===== config.mk =====
export PLATFORM = sky130hd
export DESIGN_NAME = grid_path_walker
export DESIGN_NICKNAME = d
export VERILOG_FILES = /design/src/rtl/grid_path_walker.sv
export SDC_FILE = /design/constraint.sdc
export NUM_CORES = 1
export LEC_CHECK = 0
export ABC_AREA = 1
export BUFFER_PORTS_ARGS = -buffer_cell sky130_fd_sc_hd__buf_4
export CORE_AREA = 5 5 104 96
export DETAILED_ROUTE_END_ITERATION = 8
export DIE_AREA = 0 0 109 101
export PLACE_DENSITY = 0.57
export SLEW_MARGIN = 20
export SYNTH_ARGS = -nofsm -noshare
export SYNTH_HDL_FRONTEND = slang
export SYNTH_SLANG_ARGS = --single-unit

===== constraint.sdc =====
create_clock -name clk -period 5.3 [get_ports clk]
set_input_delay 1.06 -clock clk [delete_from_list [all_inputs] [get_ports clk]]
set_output_delay 1.06 -clock clk [all_outputs]
set_load 0.03 [all_outputs]

===== src/rtl/grid_path_walker.sv =====
// Replays an unordered grid path bitmask as an ordered, handshaked stream of per-hop moves.
// The mask is validated against the blocked-cell map, and broken or ambiguous paths are reported.
module grid_path_walker #(
   parameter int ROWS  = 3,
   parameter int COLS  = 3,
   parameter int N     = 9,
   parameter int IDX_W = 4
) (
   input  logic             clk,
   input  logic             reset,
   input  logic             start,
   input  logic [N-1:0]     path_in,
   input  logic [N-1:0]     subset_cells,
   input  logic [IDX_W-1:0] source,
   input  logic [IDX_W-1:0] destination,
   output logic             busy,
   output logic             step_valid,
   input  logic             step_ready,
   output logic [IDX_W-1:0] step_node,
   output logic [2:0]       step_dir,
   output logic [IDX_W-1:0] hop_count,
   output logic             done,
   output logic             error,
   output logic [1:0]       err_code
);

   localparam logic [N-1:0]     ONE      = N'(1);
   localparam logic [IDX_W-1:0] N_IDX    = IDX_W'(N);
   localparam logic [IDX_W-1:0] COLS_IDX = IDX_W'(COLS);
   localparam logic [IDX_W-1:0] LAST_ROW = IDX_W'(ROWS - 1);
   localparam logic [IDX_W-1:0] LAST_COL = IDX_W'(COLS - 1);

   typedef enum logic [2:0] {IDLE, CHECK, WALK, DONE_ST, ERR_ST} state_t;

   state_t           state, state_next;
   logic [N-1:0]     path_r, subset_r, remaining;
   logic [IDX_W-1:0] src_r, dst_r;
   logic             endpoint_bad, blocked_bad;
   logic [IDX_W-1:0] cur_row, cur_col;
   logic [IDX_W-1:0] up_idx, down_idx, left_idx, right_idx, nb_idx;
   logic             up_ok, down_ok, left_ok, right_ok;
   logic [2:0]       nb_count, nb_dir;
   logic             take_hop;
   logic [1:0]       fail_code;

   assign endpoint_bad = (src_r >= N_IDX) || (dst_r >= N_IDX) || !path_r[src_r] || !path_r[dst_r];
   assign blocked_bad  = |(path_r & ~subset_r);

   // The row/column guards stop index wrap-around before the remaining-mask lookup matters.
   assign cur_row   = step_node / COLS_IDX;
   assign cur_col   = step_node % COLS_IDX;
   assign up_idx    = step_node - COLS_IDX;
   assign down_idx  = step_node + COLS_IDX;
   assign left_idx  = step_node - IDX_W'(1);
   assign right_idx = step_node + IDX_W'(1);
   assign up_ok     = (cur_row != '0) && remaining[up_idx];
   assign down_ok   = (cur_row != LAST_ROW) && remaining[down_idx];
   assign left_ok   = (cur_col != '0) && remaining[left_idx];
   assign right_ok  = (cur_col != LAST_COL) && remaining[right_idx];
   assign nb_count  = 3'(up_ok) + 3'(down_ok) + 3'(left_ok) + 3'(right_ok);

   always_comb begin
      nb_idx = '0;
      nb_dir = '0;
      if (up_ok) begin
         nb_idx = up_idx;
         nb_dir = 3'd1;
      end
      if (down_ok) begin
         nb_idx = down_idx;
         nb_dir = 3'd2;
      end
      if (left_ok) begin
         nb_idx = left_idx;
         nb_dir = 3'd3;
      end
      if (right_ok) begin
         nb_idx = right_idx;
         nb_dir = 3'd4;
      end
   end

   always_comb begin
      state_next = state;
      fail_code  = '0;
      take_hop   = 1'b0;
      case (state)
         IDLE:  if (start) state_next = CHECK;
         CHECK: begin
            if (endpoint_bad) begin
               state_next = ERR_ST;
               fail_code  = 2'd1;
            end else if (blocked_bad) begin
               state_next = ERR_ST;
               fail_code  = 2'd2;
            end else begin
               state_next = WALK;
            end
         end
         WALK: begin
            if (step_ready) begin
               if (step_node == dst_r) begin
                  state_next = (remaining != '0) ? ERR_ST : DONE_ST;
                  fail_code  = 2'd3;
               end else if (nb_count == 3'd1) begin
                  take_hop = 1'b1;
               end else begin
                  state_next = ERR_ST;
                  fail_code  = 2'd3;
               end
            end
         end
         default: state_next = IDLE;
      endcase
   end

   always_ff @(posedge clk) begin
      if (reset) begin
         state     <= IDLE;
         path_r    <= '0;
         subset_r  <= '0;
         src_r     <= '0;
         dst_r     <= '0;
         remaining <= '0;
         step_node <= '0;
         step_dir  <= '0;
         hop_count <= '0;
         err_code  <= '0;
      end else begin
         state <= state_next;
         case (state)
            IDLE: begin
               if (start) begin
                  path_r    <= path_in;
                  subset_r  <= subset_cells;
                  src_r     <= source;
                  dst_r     <= destination;
                  hop_count <= '0;
                  err_code  <= '0;
               end
            end
            CHECK: begin
               if (state_next == WALK) begin
                  step_node <= src_r;
                  step_dir  <= '0;
                  remaining <= path_r & ~(ONE << src_r);
               end
            end
            WALK: begin
               if (take_hop) begin
                  step_node <= nb_idx;
                  step_dir  <= nb_dir;
                  remaining <= remaining & ~(ONE << nb_idx);
                  hop_count <= hop_count + IDX_W'(1);
               end
            end
            default: ;
         endcase
         if (state_next == ERR_ST) err_code <= fail_code;
      end
   end

   assign busy       = (state == CHECK) || (state == WALK);
   assign step_valid = (state == WALK);
   assign done       = (state == DONE_ST);
   assign error      = (state == ERR_ST);

endmodule


; ---- After elaboration in Yosys (flattened, before gate mapping)
; Index checks and enable logic that the tools add are counted.
[word_totals]
reg_bits = 51
wordCells = 125
ram_bits = 0
latchBits = 0
rom_bits = 0
memories = 0
[classes]
div_mod_pow = 2
addsub = 8
eq_ne = 13
n_bitwise = 6
order_cmp = 8
mul = 0
shifts = 2
reduce_logical = 23
n_mux = 53
[ops]
columns = operator, count
row1 = $mux W3, 12
row2 = $mux W4, 8
row3 = $lt A4 B5 Y1 const B, 6
row4 = $and A9 B9 Y9, 3
row5 = $not A9 Y9, 3
row6 = $bmux W1 S4, 6
row7 = $mux W9, 2
row8 = $pmux W9 S2, 1
row9 = $shl A1 B4 Y9 const A, 2
row10 = $mux W2, 8
row11 = $pmux W4 S2, 2
row12 = $mux W1, 11
row13 = $eq A3 B2 Y1 const B, 3
row14 = $pmux W3 S3, 1
row15 = $reduce_bool A9 Y1, 1
row16 = $reduce_or A9 Y1, 1
row17 = $add A4 B1 Y4 const B, 2
row18 = $ge A4 B4 Y1 const B, 2
row19 = $ne A4 B2 Y1 const B, 2
row20 = $reduce_bool A2 Y1, 4
row21 = $reduce_bool A4 Y1, 2
row22 = $eq A3 B1 Y1 const B, 2
row23 = $eq A3 B3 Y1 const B, 2
row24 = $pmux W3 S2, 1
row25 = 18 further kinds, 28

; ---- Longest topological paths before layout
; Gate-level depths: netlist (run 1).
[depth]
ltp_word = 15
mapped_depth = 37

; ---- Least setup slack after synthesis (run 1)
; OpenSTA, ideal clock, no wires.
[synth_timing]
path_type = flip-flop to flip-flop
startpoint = register step_node[3]
endpoint = register remaining[0]
n_path_buf = 2
stages_incl_launch_ff = 35
path_slack_ps = 787
t_required_ps = 5233
arrival_ps = 4445
path_cell_list = dfxtp_1 > buf_6 > inv_4 > nand2_1 > inv_1 > ha_1 > inv_1 > ha_1 > nand2_2 > nand2_1 > nand2_1 > inv_1 > ha_1 > inv_1 > nand2_2 > o21ai_0 > nand2_1 > inv_1 > nor2_2 > nand2_2 > nand2_4 > inv_4 > fa_1 > ha_1 > ha_1 > nor2_1 > nand3_1 > o21ai_1 > inv_2 > a21oi_2 > nand2_2 > inv_2 > buf_6 > o2111ai_1 > a21oi_2
[synth_between]
elab_chain_cells = 15
elab_cells_between_ends = 48
cone_classes = 7 x add/sub / 2 x div / 7 x eq/ne / 1 x shift / 22 x mux / 2 x bitwise / 7 x reduce/logical
[synth_lines]
columns = element, line_no
row1 = "start, declared", 19  ; output logic [IDX_W-1:0] step_node,
row2 = "start signal, assigned", 144  ; step_node <= src_r;
row3 = "start signal, assigned", 151  ; step_node <= nb_idx;
row4 = "parallel branches: the longest is 15 deep, another holds $div A4 B2 Y4", --
row5 = "end signal, assigned", 146  ; remaining <= path_r & ~(ONE << src_r);
row6 = "end signal, assigned", 153  ; remaining <= remaining & ~(ONE << nb_idx);
row7 = "end, declared", 36  ; logic [N-1:0] path_r, subset_r, remaining;
; Parallel ways; which one is timed is not known. The select of a mux whose other input is x is not followed.
; A chain may end at the register's enable or synchronous reset.

; ---- Worst setup path after layout (run 1)
[layout_timing]
startpoint = register step_node[1]
endpoint = register remaining[0]
; The elaborated chain is that of the path after synthesis.

==> summary.md, run 1 <==
| Metric | Value |
|---|---|
| Run status | `complete, no violations` |
| Total congestion overflow after global routing | `0` |
| Critical Path AT | `5.02 ns` |
| Die area | `11000 um2` |
| Drt pass-1 iters | `4` |
| Die height | `101 um` |
| Top FF cell, synth | `sky130_fd_sc_hd__dfxtp_1` |
| Synth Area in Simple Gates | `32.3%` |
| Area growth from synthesis to layout | `15.7%` |
| Setup Viol. Count Final | `0` |
| Post-CTS Hold Buffers | `0` |
| Required time worst endpoint | `5.49 ns` |
| Crit path top cell by count | `sky130_fd_sc_hd__nand2_1` |
| Critical-path cell with the highest stage delay | `sky130_fd_sc_hd__dfxtp_1` |
| Total Nets Final | `596` |
| Fraction of final layout cells with drive strength greater than 1 | `19.8%` |
| Number of flops mapped to enable cells by yosys | `0` |
| Floorplan die width | `109 um` |
| Number of antenna violations at the first check in global routing | `0` |
| Post-synthesis mux area share | `0%` |
| Fin crit share | `91.1%` |
| Antenna cells | `0` |
| Std cell rows | `33` |
| Maximum clock rate | `0.207 GHz` |
| Share of synthesized registers carrying an async set or reset | `0%` |
| CTS root buffer | `sky130_fd_sc_hd__clkbuf_8` |
| Final ANT Viol Nets | `0` |
| Resize count post-CTS | `0` |
| Final sum of negative setup slack | `0 ns` |
| Netlist cell types | `42` |
| Most common library cell in the layout ignoring fill and taps | `sky130_fd_sc_hd__nand2_1` |
| Max-cap violation count | `0` |
| Post-detail-place hpwl | `7120 um` |
| DRC violations left | `0` |
| Maximum number of pins on one net before global-route repair | `52` |
| Final number of hold-violating endpoints | `0` |
| CTS tree | `yes` |
| Rel. slew slack | `51.0%` |
| Share of the synthesized area in compound gates (AO/OA/AOI/OAI) | `20.9%` |
| Post-synthesis share of cell area spent on full adders, half adders and majority gates | `4.24%` |
| Most used cells in the layout excluding fill and tap cells | `sky130_fd_sc_hd__nand2_1 (116), sky130_fd_sc_hd__a21oi_1 (66), sky130_fd_sc_hd__inv_1 (54)` |
| CTS H-tree lvls | `2` |
| TritonCTS Sinks | `51` |
| Final hold slack | `0.455 ns` |
| Number of flip-flops and latches in the synthesized netlist | `51` |
| Unrepaired setup endpoints after global routing | `false` |
| Slowest Stage Delay on Critical Path | `0.55 ns` |
| Crit path max fanout | `24` |
| Peak VDD IR | `0.000126 V` |
| Worst slew pin tran | `0.734 ns` |
| Clk buf depth | `2` |
| Sequential share of the synthesized area | `29.8%` |
| Pins Over Slew Limit | `0` |
| Global-route wire length before repair | `15400 um` |
| Tightest Hold Check Type | `reg -> reg` |
| Vias in the first global route | `3158` |
| Cell count after synthesis | `515` |
| Worst Clk Skew | `0.0106 ns` |
| Total power density per cell area | `323 nW/um2` |
| Fillers | `950` |
| Routability Congestion | `0.865` |
| Number of warning messages in the yosys log | `0` |
| Xor/xnor share of the synthesized area | `2.49%` |
| Setup Buffers After CTS | `0` |
| Count of buffers inserted at the top-level ports | `46` |
| DR vias | `3383` |
| Post-Synthesis Cell Area | `3420 um2` |
| Number of buffers inserted during clock tree synthesis | `5` |
| Mean Syn Cell Area | `6.64 um2` |
| Clock latency reported for the late side of the worst-skew pair | `0.30 ns` |
| Num ports | `47` |
| Wire length per cell | `13.3 um` |
| Iteration-0 DRC Markers | `137` |
| Worst path setup slack after routing | `0.469 ns` |
| Post-Synthesis Net Count | `556` |
| Kind of critical path | `reg -> reg` |
| Endpoint class of the critical path | `register` |
| Gr usage total | `17.3%` |
| Floorplan Core Area | `8880 um2` |
| Initial standard-cell utilization of the core | `38.5%` |
| Clock transition time at the flip-flop clock pins of the worst setup and hold paths | `0.10 ns` |
| Pre-CTS setup slack | `0.501 ns` |
| Element type at the critical path start | `register` |
| Total routed wirelength | `9010 um` |
| Main combinational cell family by area after synthesis | `simple AND/OR/NAND/NOR gates` |
| Via count normalized by instance count | `4.99` |
| Fin crit period | `4.83 ns` |
| Static Leakage | `1.75 nW` |
==> logic make-up after synthesis <==
| family | count (synthesis) |
|---|---|
| and+or+nand+nor | 230 |
| adders and majority gates | 11 |
| xor gates and xnor gates | 8 |
| DFF | 51 |
| buffers and inverters | 83 |
| AOI/OAI and AO/OA | 132 |
==> Yosys cell counts, types with 2 or more instances <==
library cell / count / area (um2)
sky130_fd_sc_hd__a211oi_1: 2 / 15.0
sky130_fd_sc_hd__a21oi_1: 66 / 330
sky130_fd_sc_hd__a21oi_2: 3 / 26.3
sky130_fd_sc_hd__a22oi_1: 2 / 15.0
sky130_fd_sc_hd__buf_4: 2 / 15.0
sky130_fd_sc_hd__buf_6: 3 / 33.8
sky130_fd_sc_hd__clkbuf_1: 12 / 45.0
sky130_fd_sc_hd__dfxtp_1: 51 / 1020
sky130_fd_sc_hd__ha_1: 10 / 125
sky130_fd_sc_hd__inv_1: 54 / 203
sky130_fd_sc_hd__inv_2: 9 / 33.8
sky130_fd_sc_hd__inv_4: 2 / 12.5
sky130_fd_sc_hd__nand2_1: 116 / 435
sky130_fd_sc_hd__nand2_2: 11 / 68.8
sky130_fd_sc_hd__nand2_4: 4 / 45.0
sky130_fd_sc_hd__nand3_1: 52 / 260
sky130_fd_sc_hd__nand3_2: 4 / 40.0
sky130_fd_sc_hd__nand4_1: 4 / 25.0
sky130_fd_sc_hd__nor2_1: 16 / 60.1
sky130_fd_sc_hd__nor2_2: 5 / 31.3
sky130_fd_sc_hd__nor2_4: 2 / 22.5
sky130_fd_sc_hd__nor3_1: 6 / 30.0
sky130_fd_sc_hd__nor3_2: 3 / 30.0
sky130_fd_sc_hd__nor4_2: 2 / 25.0
sky130_fd_sc_hd__o2111ai_1: 3 / 26.3
sky130_fd_sc_hd__o211ai_1: 2 / 15.0
sky130_fd_sc_hd__o21ai_0: 40 / 200
sky130_fd_sc_hd__o21ai_1: 7 / 35.0
sky130_fd_sc_hd__o21ai_2: 2 / 17.5
sky130_fd_sc_hd__o22ai_1: 3 / 18.8
sky130_fd_sc_hd__or2_2: 2 / 12.5
sky130_fd_sc_hd__xnor2_1: 4 / 35.0
sky130_fd_sc_hd__xor2_1: 2 / 17.5
==> power by group <==
part,internal (mW),switching [mW]
logic,0.195,0.392
clock network,0.107,0.132
registers,0.417,0.0336
total,0.719,0.557
==> area by class of cell <==
| class | instances | area (um2) | share of cell area [%] |
|---|---|---|---|
| clock buffers | 6 | 82.6 | 2.09 |
| clock inverters | 2 | 16.3 | 0.411 |
| inverters | 65 | 249 | 6.29 |
| multi-input cells | 381 | 2050 | 51.9 |
| flip-flops and latches | 51 | 1020 | 25.8 |
| well taps | 122 | 153 | 3.86 |
| repair buffers | 51 | 383 | 9.68 |
==> final timing paths <==
| path | slack (ns) | cells after the start | startpoint | endpoint |
|---|---|---|---|---|
| max | 0.47 | 33 | step_node[1] | remaining[0] |
| min | 0.46 | 2 | subset_r[2] | subset_r[2] |
| max reg2reg | 0.47 | 33 | step_node[1] | remaining[0] |
| min reg2reg | 0.46 | 2 | subset_r[2] | subset_r[2] |
==> state kept, by name, summed over array words and instances, names as in the netlist <==
signal     flops
dst_r          4
err_code       2
hop_count      4
step_dir       3
step_node      4
subset_r       9
path_r         9
state          3
src_r          4
remaining      9
==> stage by stage <==
stage | cell area [um2] | instances | power, mW | util [%]
floorplan | 3420 | 515 | 0.906 | -
global placement | 3860 | 670 | 1.04 | 43.5
detailed placement | 3860 | 670 | 1.05 | 43.5
CTS | 3960 | 678 | 1.28 | 44.6
global route | 3960 | 678 | 1.39 | 44.6
finish | 3960 | 678 | 1.28 | 44.6
==> routing by layer <==
metal	track usage (%)	wire length, um	vias to the layer above	part of all wire, %
met5	0	0	-	0
met4	4.27	108	0	1.2
met3	2.82	297	10	3.3
met2	28.6	4260	49	47
met1	23.5	4340	1537	48
li1	-	-	1787	-
==> worst max-delay path, delay by kind of cell, from the launching register on <==
| family | cells | cell delay (ns) |
|---|---|---|
| fa+ha+maj | 6 | 1.57 |
| simple gates | 16 | 1.49 |
| flops | 1 | 0.55 |
| buf+inv | 8 | 0.71 |
| compound gates | 3 | 0.38 |
(Power assumes the default switching activity.)
==> inputs of run 2 (changes only) <==
--- a/config.mk
+++ b/config.mk
@@ -7,11 +7,13 @@
 export LEC_CHECK = 0
 export ABC_AREA = 1
 export BUFFER_PORTS_ARGS = -buffer_cell sky130_fd_sc_hd__buf_4
-export CORE_AREA = 5 5 104 96
+export CELL_PAD_IN_SITES_DETAIL_PLACEMENT = 2
+export CELL_PAD_IN_SITES_GLOBAL_PLACEMENT = 2
+export CORE_AREA = 5 5 115 107
 export DETAILED_ROUTE_END_ITERATION = 8
-export DIE_AREA = 0 0 109 101
-export PLACE_DENSITY = 0.57
-export SLEW_MARGIN = 20
+export DIE_AREA = 0 0 120 112
+export PLACE_DENSITY = 0.78
+export SLEW_MARGIN = 5
 export SYNTH_ARGS = -nofsm -noshare
 export SYNTH_HDL_FRONTEND = slang
 export SYNTH_SLANG_ARGS = --single-unit
==> run 2 against run 1 <==
  * First-iteration DRC count decreased by 3.6%
  * Via count increased by 7.1%
  * Register-to-register slack improved by 0.05 ns
  * Hold slack improved by 0.0053 ns
  * Die area increased by 22%
  * Global-route usage increased by 1.7 points
  * Critical path type unchanged
  * Critical endpoint unchanged
==> summary.md, run 2 (same netlist as run 1, synthesis figures left out) <==
| Metric | Value |
|---|---|
| Number of buffers inserted during clock tree synthesis | `5` |
| Drt pass-1 iters | `4` |
| Static Leakage | `1.78 nW` |
| Count of buffers inserted at the top-level ports | `46` |
| Final ANT Viol Nets | `0` |
| CTS root buffer | `sky130_fd_sc_hd__clkbuf_16` |
| Fraction of final layout cells with drive strength greater than 1 | `20.1%` |
| Area growth from synthesis to layout | `18.0%` |
| Setup slack of the worst register-to-register path | `0.51 ns` |
| Global-route wire length before repair | `20600 um` |
| DRC violations left | `0` |
| Antenna cells | `0` |
| Tightest Hold Check Type | `reg -> reg` |
| Required time worst endpoint | `5.47 ns` |
| Endpoint class of the critical path | `register` |
| Critical-path cell with the highest stage delay | `sky130_fd_sc_hd__fa_1` |
| Peak VDD IR | `0.000137 V` |
| Die height | `112 um` |
| Most used cells in the layout excluding fill and tap cells | `sky130_fd_sc_hd__nand2_1 (116), sky130_fd_sc_hd__a21oi_1 (66), sky130_fd_sc_hd__inv_1 (54)` |
| Kind of critical path | `reg -> reg` |
| Num ports | `47` |
| Floorplan Core Area | `11100 um2` |
| Rel. slew slack | `49.6%` |
| Routability Congestion | `0.865` |
| Wire length per cell | `18.3 um` |
| Setup Buffers After CTS | `0` |
| Total congestion overflow after global routing | `0` |
| Total power density per cell area | `355 nW/um2` |
| Crit. Startpoint | `step_node[2]` |
| CTS H-tree lvls | `2` |
| Slowest Stage Delay on Critical Path | `0.45 ns` |
| Crit path top cell by count | `sky130_fd_sc_hd__nand2_1` |
| Unrepaired setup endpoints after global routing | `false` |
| Initial standard-cell utilization of the core | `30.9%` |
| Total area of sequential cells | `1020 um2` |
| Source of the worst hold timing path | `subset_r[2]` |
| Vias in the first global route | `3944` |
| Setup Viol. Count Final | `0` |
| Pins Over Slew Limit | `0` |
| Largest regs | `path_r (9), remaining (9), subset_r (9)` |
| Fillers | `1330` |
| DR vias | `3623` |
| Crit path max fanout | `24` |
| Critical Path AT | `4.96 ns` |
| Final number of hold-violating endpoints | `0` |
| Maximum number of pins on one net before global-route repair | `52` |
| Worst path setup slack after routing | `0.515 ns` |
| Run status | `complete, no violations` |
| Floorplan die width | `120 um` |
| Iteration-0 DRC Markers | `132` |
| TritonCTS Sinks | `51` |
| Pre-CTS setup slack | `0.200 ns` |
| Worst Clk Skew | `0.00921 ns` |
| Std cell rows | `37` |
| Fin crit period | `4.79 ns` |
| Total Nets Final | `596` |
| Via count normalized by instance count | `5.24` |
| Clock transition time at the flip-flop clock pins of the worst setup and hold paths | `0.07 ns` |
| Maximum clock rate | `0.209 GHz` |
| Post-detail-place hpwl | `9960 um` |
| Final sum of negative setup slack | `0 ns` |
| Multi-input combinational cell area | `2050 um2` |
| Fin crit share | `90.3%` |
| Clk buf depth | `2` |
| Power consumption | `1.43 mW` |
| CTS tree | `yes` |
| Gr usage total | `19.0%` |
| Clock latency reported for the late side of the worst-skew pair | `0.30 ns` |
| Post-Route Utilization | `36.5%` |
| Element type at the critical path start | `register` |
| Die area | `13400 um2` |
| Total routed wirelength | `12600 um` |
| Number of antenna violations at the first check in global routing | `0` |
| Worst R2R Start | `step_node[2]` |
| Max-cap violation count | `0` |
| Most common library cell in the layout ignoring fill and taps | `sky130_fd_sc_hd__nand2_1` |
| Worst slew pin tran | `0.755 ns` |
==> run 2: path summary, 6_finish.rpt <==
kind	end	cells past startpoint
worst min-delay path	subset_r[2]	2
worst min register to register	subset_r[2]	2
worst max-delay path	remaining[0]	35
worst max register to register	remaining[0]	35
==> run 2: metal layers <==
metal / wire (um) / track usage, %
met4: 171 / 4.43
met3: 272 / 2.34
met5: 0 / 0
met1: 5990 / 24.9
met2: 6200 / 33.2
==> run 2: critical path, delay by kind of cell (launching register included) <==
kind | cells | cell delay, ns
buf+inv | 9 | 0.66
fa+ha+maj | 6 | 1.52
compound gates | 3 | 0.37
simple gates | 17 | 1.62
flops | 1 | 0.44
==> run 2: layout make-up <==
type                       count  area share (%)
tap                          136            4.21
multi-input combinational    381            50.8
sequential                    51            25.3
inverter                      65            6.35
clock inverter                 2           0.341
timing repair buffer          51            9.48
clock buffer                   6            3.44
==> run 2: what timing repair did <==
item | in CTS | in global routing
hold buffers | 0 | 0
endpoints found under the setup margin | 0 | 18
resized for setup | 0 | 6
==> run 2: report_power, final <==
part	switching [mW]	leakage (nW)	internal, mW
clock	0.157	0.0772	0.189
sequential	0.0374	0.419	0.418
combinational	0.433	1.28	0.196
==> run 2: through the flow <==
step | cells | area (um2) | hold slack, ns
2_1_floorplan | 515 | 3420 | 0.424
3_3_place_gp | 684 | 3870 | 0.449
3_5_place_dp | 684 | 3870 | 0.455
4_1_cts | 692 | 4030 | 0.466
5_1_grt | 692 | 4040 | 0.500
6_report | 692 | 4040 | 0.461
==> inputs of run 3 (changes only) <==
--- a/config.mk
+++ b/config.mk
@@ -5,14 +5,13 @@
 export SDC_FILE = /design/constraint.sdc
 export NUM_CORES = 1
 export LEC_CHECK = 0
-export ABC_AREA = 1
 export BUFFER_PORTS_ARGS = -buffer_cell sky130_fd_sc_hd__buf_4
 export CELL_PAD_IN_SITES_DETAIL_PLACEMENT = 2
 export CELL_PAD_IN_SITES_GLOBAL_PLACEMENT = 2
-export CORE_AREA = 5 5 115 107
+export CORE_AREA = 5 5 120 111
 export DETAILED_ROUTE_END_ITERATION = 8
-export DIE_AREA = 0 0 120 112
-export PLACE_DENSITY = 0.78
+export DIE_AREA = 0 0 125 116
+export PLACE_DENSITY = 0.7
 export SLEW_MARGIN = 5
 export SYNTH_ARGS = -nofsm -noshare
 export SYNTH_HDL_FRONTEND = slang
==> run 3 against run 2 <==
  * Non-clock buffer count rose by 9
  * Cell area rose by 3.6%
  * Sequential share of layout area fell by 0.93 points
  * Hold slack gained 0.0022 ns
  * Via count is 4.0% lower
  * Largest cell class unchanged
  * Critical path depth decreased by 17
  * Total power shrank 39%
  * Clock power fell by 8.6%
  * Highest routed layer unchanged
==> summary.md, run 3 <==
| Metric | Value |
|---|---|
| Mean Syn Cell Area | `7.91 um2` |
| Final number of hold-violating endpoints | `0` |
| Rel. slew slack | `36.8%` |
| Critical Path AT | `5.19 ns` |
| CTS tree | `yes` |
| Global-route wire length before repair | `19500 um` |
| Post-detail-place hpwl | `9090 um` |
| Setup Viol. Count Final | `0` |
| Netlist cell types | `72` |
| Share of synthesized registers carrying an async set or reset | `0%` |
| Post-Layout Cell Count | `639` |
| Total power density per cell area | `207 nW/um2` |
| Die area | `14500 um2` |
| Routability Congestion | `0.839` |
| Number of buffers inserted during clock tree synthesis | `5` |
| Worst Clk Skew | `0.00826 ns` |
| Floorplan die width | `125 um` |
| Top area cells in the synthesized netlist | `sky130_fd_sc_hd__dfxtp_1 (29%), sky130_fd_sc_hd__nand2_1 (9.3%), sky130_fd_sc_hd__a21oi_1 (6.0%), sky130_fd_sc_hd__mux4_2 (3.9%), sky130_fd_sc_hd__ha_1 (3.6%)` |
| Largest regs | `path_r (9), remaining (9), subset_r (9)` |
| Maximum clock rate | `0.199 GHz` |
| DRC violations left | `0` |
| Final ANT Viol Nets | `0` |
| Post-Synthesis Net Count | `481` |
| CTS root buffer | `sky130_fd_sc_hd__clkbuf_16` |
| Cell count after synthesis | `440` |
| Count of buffers inserted at the top-level ports | `46` |
| Static Leakage | `1.55 nW` |
| Clock transition time at the flip-flop clock pins of the worst setup and hold paths | `0.07 ns` |
| Final sum of negative setup slack | `0 ns` |
| DR vias | `3478` |
| Fraction of final layout cells with drive strength greater than 1 | `21.7%` |
| Drt pass-1 iters | `4` |
| Most used cells in the layout excluding fill and tap cells | `sky130_fd_sc_hd__nand2_1 (85), sky130_fd_sc_hd__buf_4 (60), sky130_fd_sc_hd__dfxtp_1 (51)` |
| Antenna cells | `0` |
| Die height | `116 um` |
| Area growth from synthesis to layout | `20.1%` |
| Peak VDD IR | `0.0000888 V` |
| Via count normalized by instance count | `5.44` |
| Clock latency reported for the late side of the worst-skew pair | `0.29 ns` |
| Number of flip-flops and latches in the synthesized netlist | `51` |
| Post-Synthesis Cell Area | `3480 um2` |
| Area share of the leading cell type in the synthesized netlist | `29.3%` |
| Kind of critical path | `reg -> reg` |
| Required time worst endpoint | `5.46 ns` |
| Vias in the first global route | `3676` |
| Iteration-0 DRC Markers | `162` |
| Post-CTS Hold Buffers | `0` |
| Top cell types by occurrence after synthesis | `sky130_fd_sc_hd__nand2_1 (86), sky130_fd_sc_hd__dfxtp_1 (51), sky130_fd_sc_hd__a21oi_1 (42)` |
| Total routed wirelength | `12100 um` |
| Most common library cell in the layout ignoring fill and taps | `sky130_fd_sc_hd__nand2_1` |
| Endpoint class of the critical path | `register` |
| Tightest Hold Check Type | `reg -> reg` |
| Total congestion overflow after global routing | `0` |
| Worst slew pin tran | `0.946 ns` |
| Fin crit period | `5.03 ns` |
| Floorplan Core Area | `11800 um2` |
| Wire length per cell | `18.9 um` |
| Number of antenna violations at the first check in global routing | `0` |
| Num ports | `47` |
| Top FF cell, synth | `sky130_fd_sc_hd__dfxtp_1` |
| Maximum number of pins on one net before global-route repair | `45` |
| Gr usage total | `16.4%` |
| Run status | `complete, no violations` |
| Max-cap violation count | `0` |
| Initial standard-cell utilization of the core | `29.4%` |
| Pins Over Slew Limit | `0` |
| Cell accounting for the most synthesized area | `sky130_fd_sc_hd__dfxtp_1` |
| Total Nets Final | `521` |
| Number of warning messages in the yosys log | `0` |
| DP Cell Count | `629` |
| Element type at the critical path start | `register` |
| Clk buf depth | `2` |
| Sequential share of the synthesized area | `29.3%` |
| Crit path max fanout | `7` |
| Number of flops mapped to enable cells by yosys | `0` |
| Most common cell in the netlist | `sky130_fd_sc_hd__nand2_1` |
| Fin crit share | `94.9%` |
| TritonCTS Sinks | `51` |
| CTS H-tree lvls | `2` |
| Std cell rows | `38` |
-- run 3: cell count changes in the layout (fill, tap and decap cells not counted), moves of 9 or more --
cell	delta
sky130_fd_sc_hd__a21oi_1	-24
sky130_fd_sc_hd__buf_4	+9
sky130_fd_sc_hd__inv_1	-36
sky130_fd_sc_hd__nand2_1	-31
sky130_fd_sc_hd__nand2_2	-10
sky130_fd_sc_hd__nand3_1	-39
sky130_fd_sc_hd__o21ai_0	-30
-- run 3: per-stage QoR --
stage          power [mW]  cell area, um2  utilization (%)  hold WS (ns)  setup slack (ns)
2_1_floorplan       0.507            3480                -         0.436             0.276
3_3_place_gp        0.554            3990             33.7         0.446             0.339
3_5_place_dp        0.560            3990             33.7         0.458           0.00736
4_1_cts             0.878            4120             34.8         0.468            0.0376
5_1_grt             0.907            4180             35.3         0.489           -0.0302
6_report            0.868            4180             35.3         0.463             0.268
-- run 3: power breakdown --
part	internal (mW)	switching, mW	total [mW]	leakage [nW]
registers	0.399	0.0236	0.422	0.415
logic	0.0529	0.0759	0.129	1.07
clock network	0.170	0.146	0.317	0.0618
-- run 3: final timing paths --
kind | slack, ns | endpoint | depth (start not counted) | start
setup / recovery | 0.27 | remaining[5] | 18 | step_node[2]
hold / removal | 0.46 | subset_r[0] | 2 | subset_r[0]
setup reg to reg | 0.27 | remaining[5] | 18 | step_node[2]
hold reg to reg | 0.46 | subset_r[0] | 2 | subset_r[0]
-- run 3: what timing repair did --
item                                    4_1_cts  5_1_grt
endpoints found under the setup margin        1       13
pin swaps                                     0        1
buffers inserted                              0        4
gates resized for setup                       1        6
-- run 3: layout make-up --
class / instances / area (um2)
multi-input cells: 341 / 2300
well taps: 160 / 200
clock buffers: 5 / 125
clock inverters: 1 / 7.51
inverters: 21 / 78.8
fillers: 1352 / 7660
repair buffers: 60 / 450
flip-flops and latches: 51 / 1020
-- run 3: cells by family (layout without fill, tap and decap cells) --
family / Yosys count / after routing / synth area share, %
and+or+nand+nor: 185 / 185 / 26.9
AOI/OAI and AO/OA: 113 / 113 / 23.0
DFF: 51 / 51 / 29.3
buffers and inverters: 48 / 87 / 5.71
xor gates and xnor gates: 16 / 16 / 4.02
muxes: 16 / 16 / 6.93
adders and majority gates: 11 / 11 / 4.17
-- run 3: critical path, stage by stage, from the launching register on --
cell                        delay, ns
sky130_fd_sc_hd__dfxtp_1         0.34
sky130_fd_sc_hd__nor2b_4         0.23
sky130_fd_sc_hd__ha_1            0.18
sky130_fd_sc_hd__inv_1           0.05
sky130_fd_sc_hd__ha_2            0.39
sky130_fd_sc_hd__nor2b_1         0.10
sky130_fd_sc_hd__o32ai_4         0.28
sky130_fd_sc_hd__o2111ai_2       0.21
sky130_fd_sc_hd__mux2_4          0.38
sky130_fd_sc_hd__a21boi_4        0.27
sky130_fd_sc_hd__fa_1            0.47
sky130_fd_sc_hd__ha_1            0.22
sky130_fd_sc_hd__ha_1            0.31
sky130_fd_sc_hd__nor4b_2         0.36
sky130_fd_sc_hd__nand3_2         0.18
sky130_fd_sc_hd__nand2_2         0.19
sky130_fd_sc_hd__nand4_1         0.24
sky130_fd_sc_hd__o311ai_1        0.36
sky130_fd_sc_hd__o21ai_0         0.13
-- run 3: per-layer routing --
layer / track usage (%) / vias to the layer above / share of wire (%)
met1: 22.4 / 1736 / 48
li1: - / 1668 / -
met4: 2.96 / 0 / 1.0
met3: 2.58 / 13 / 3.1
met2: 28.0 / 61 / 48
met5: 0 / - / 0
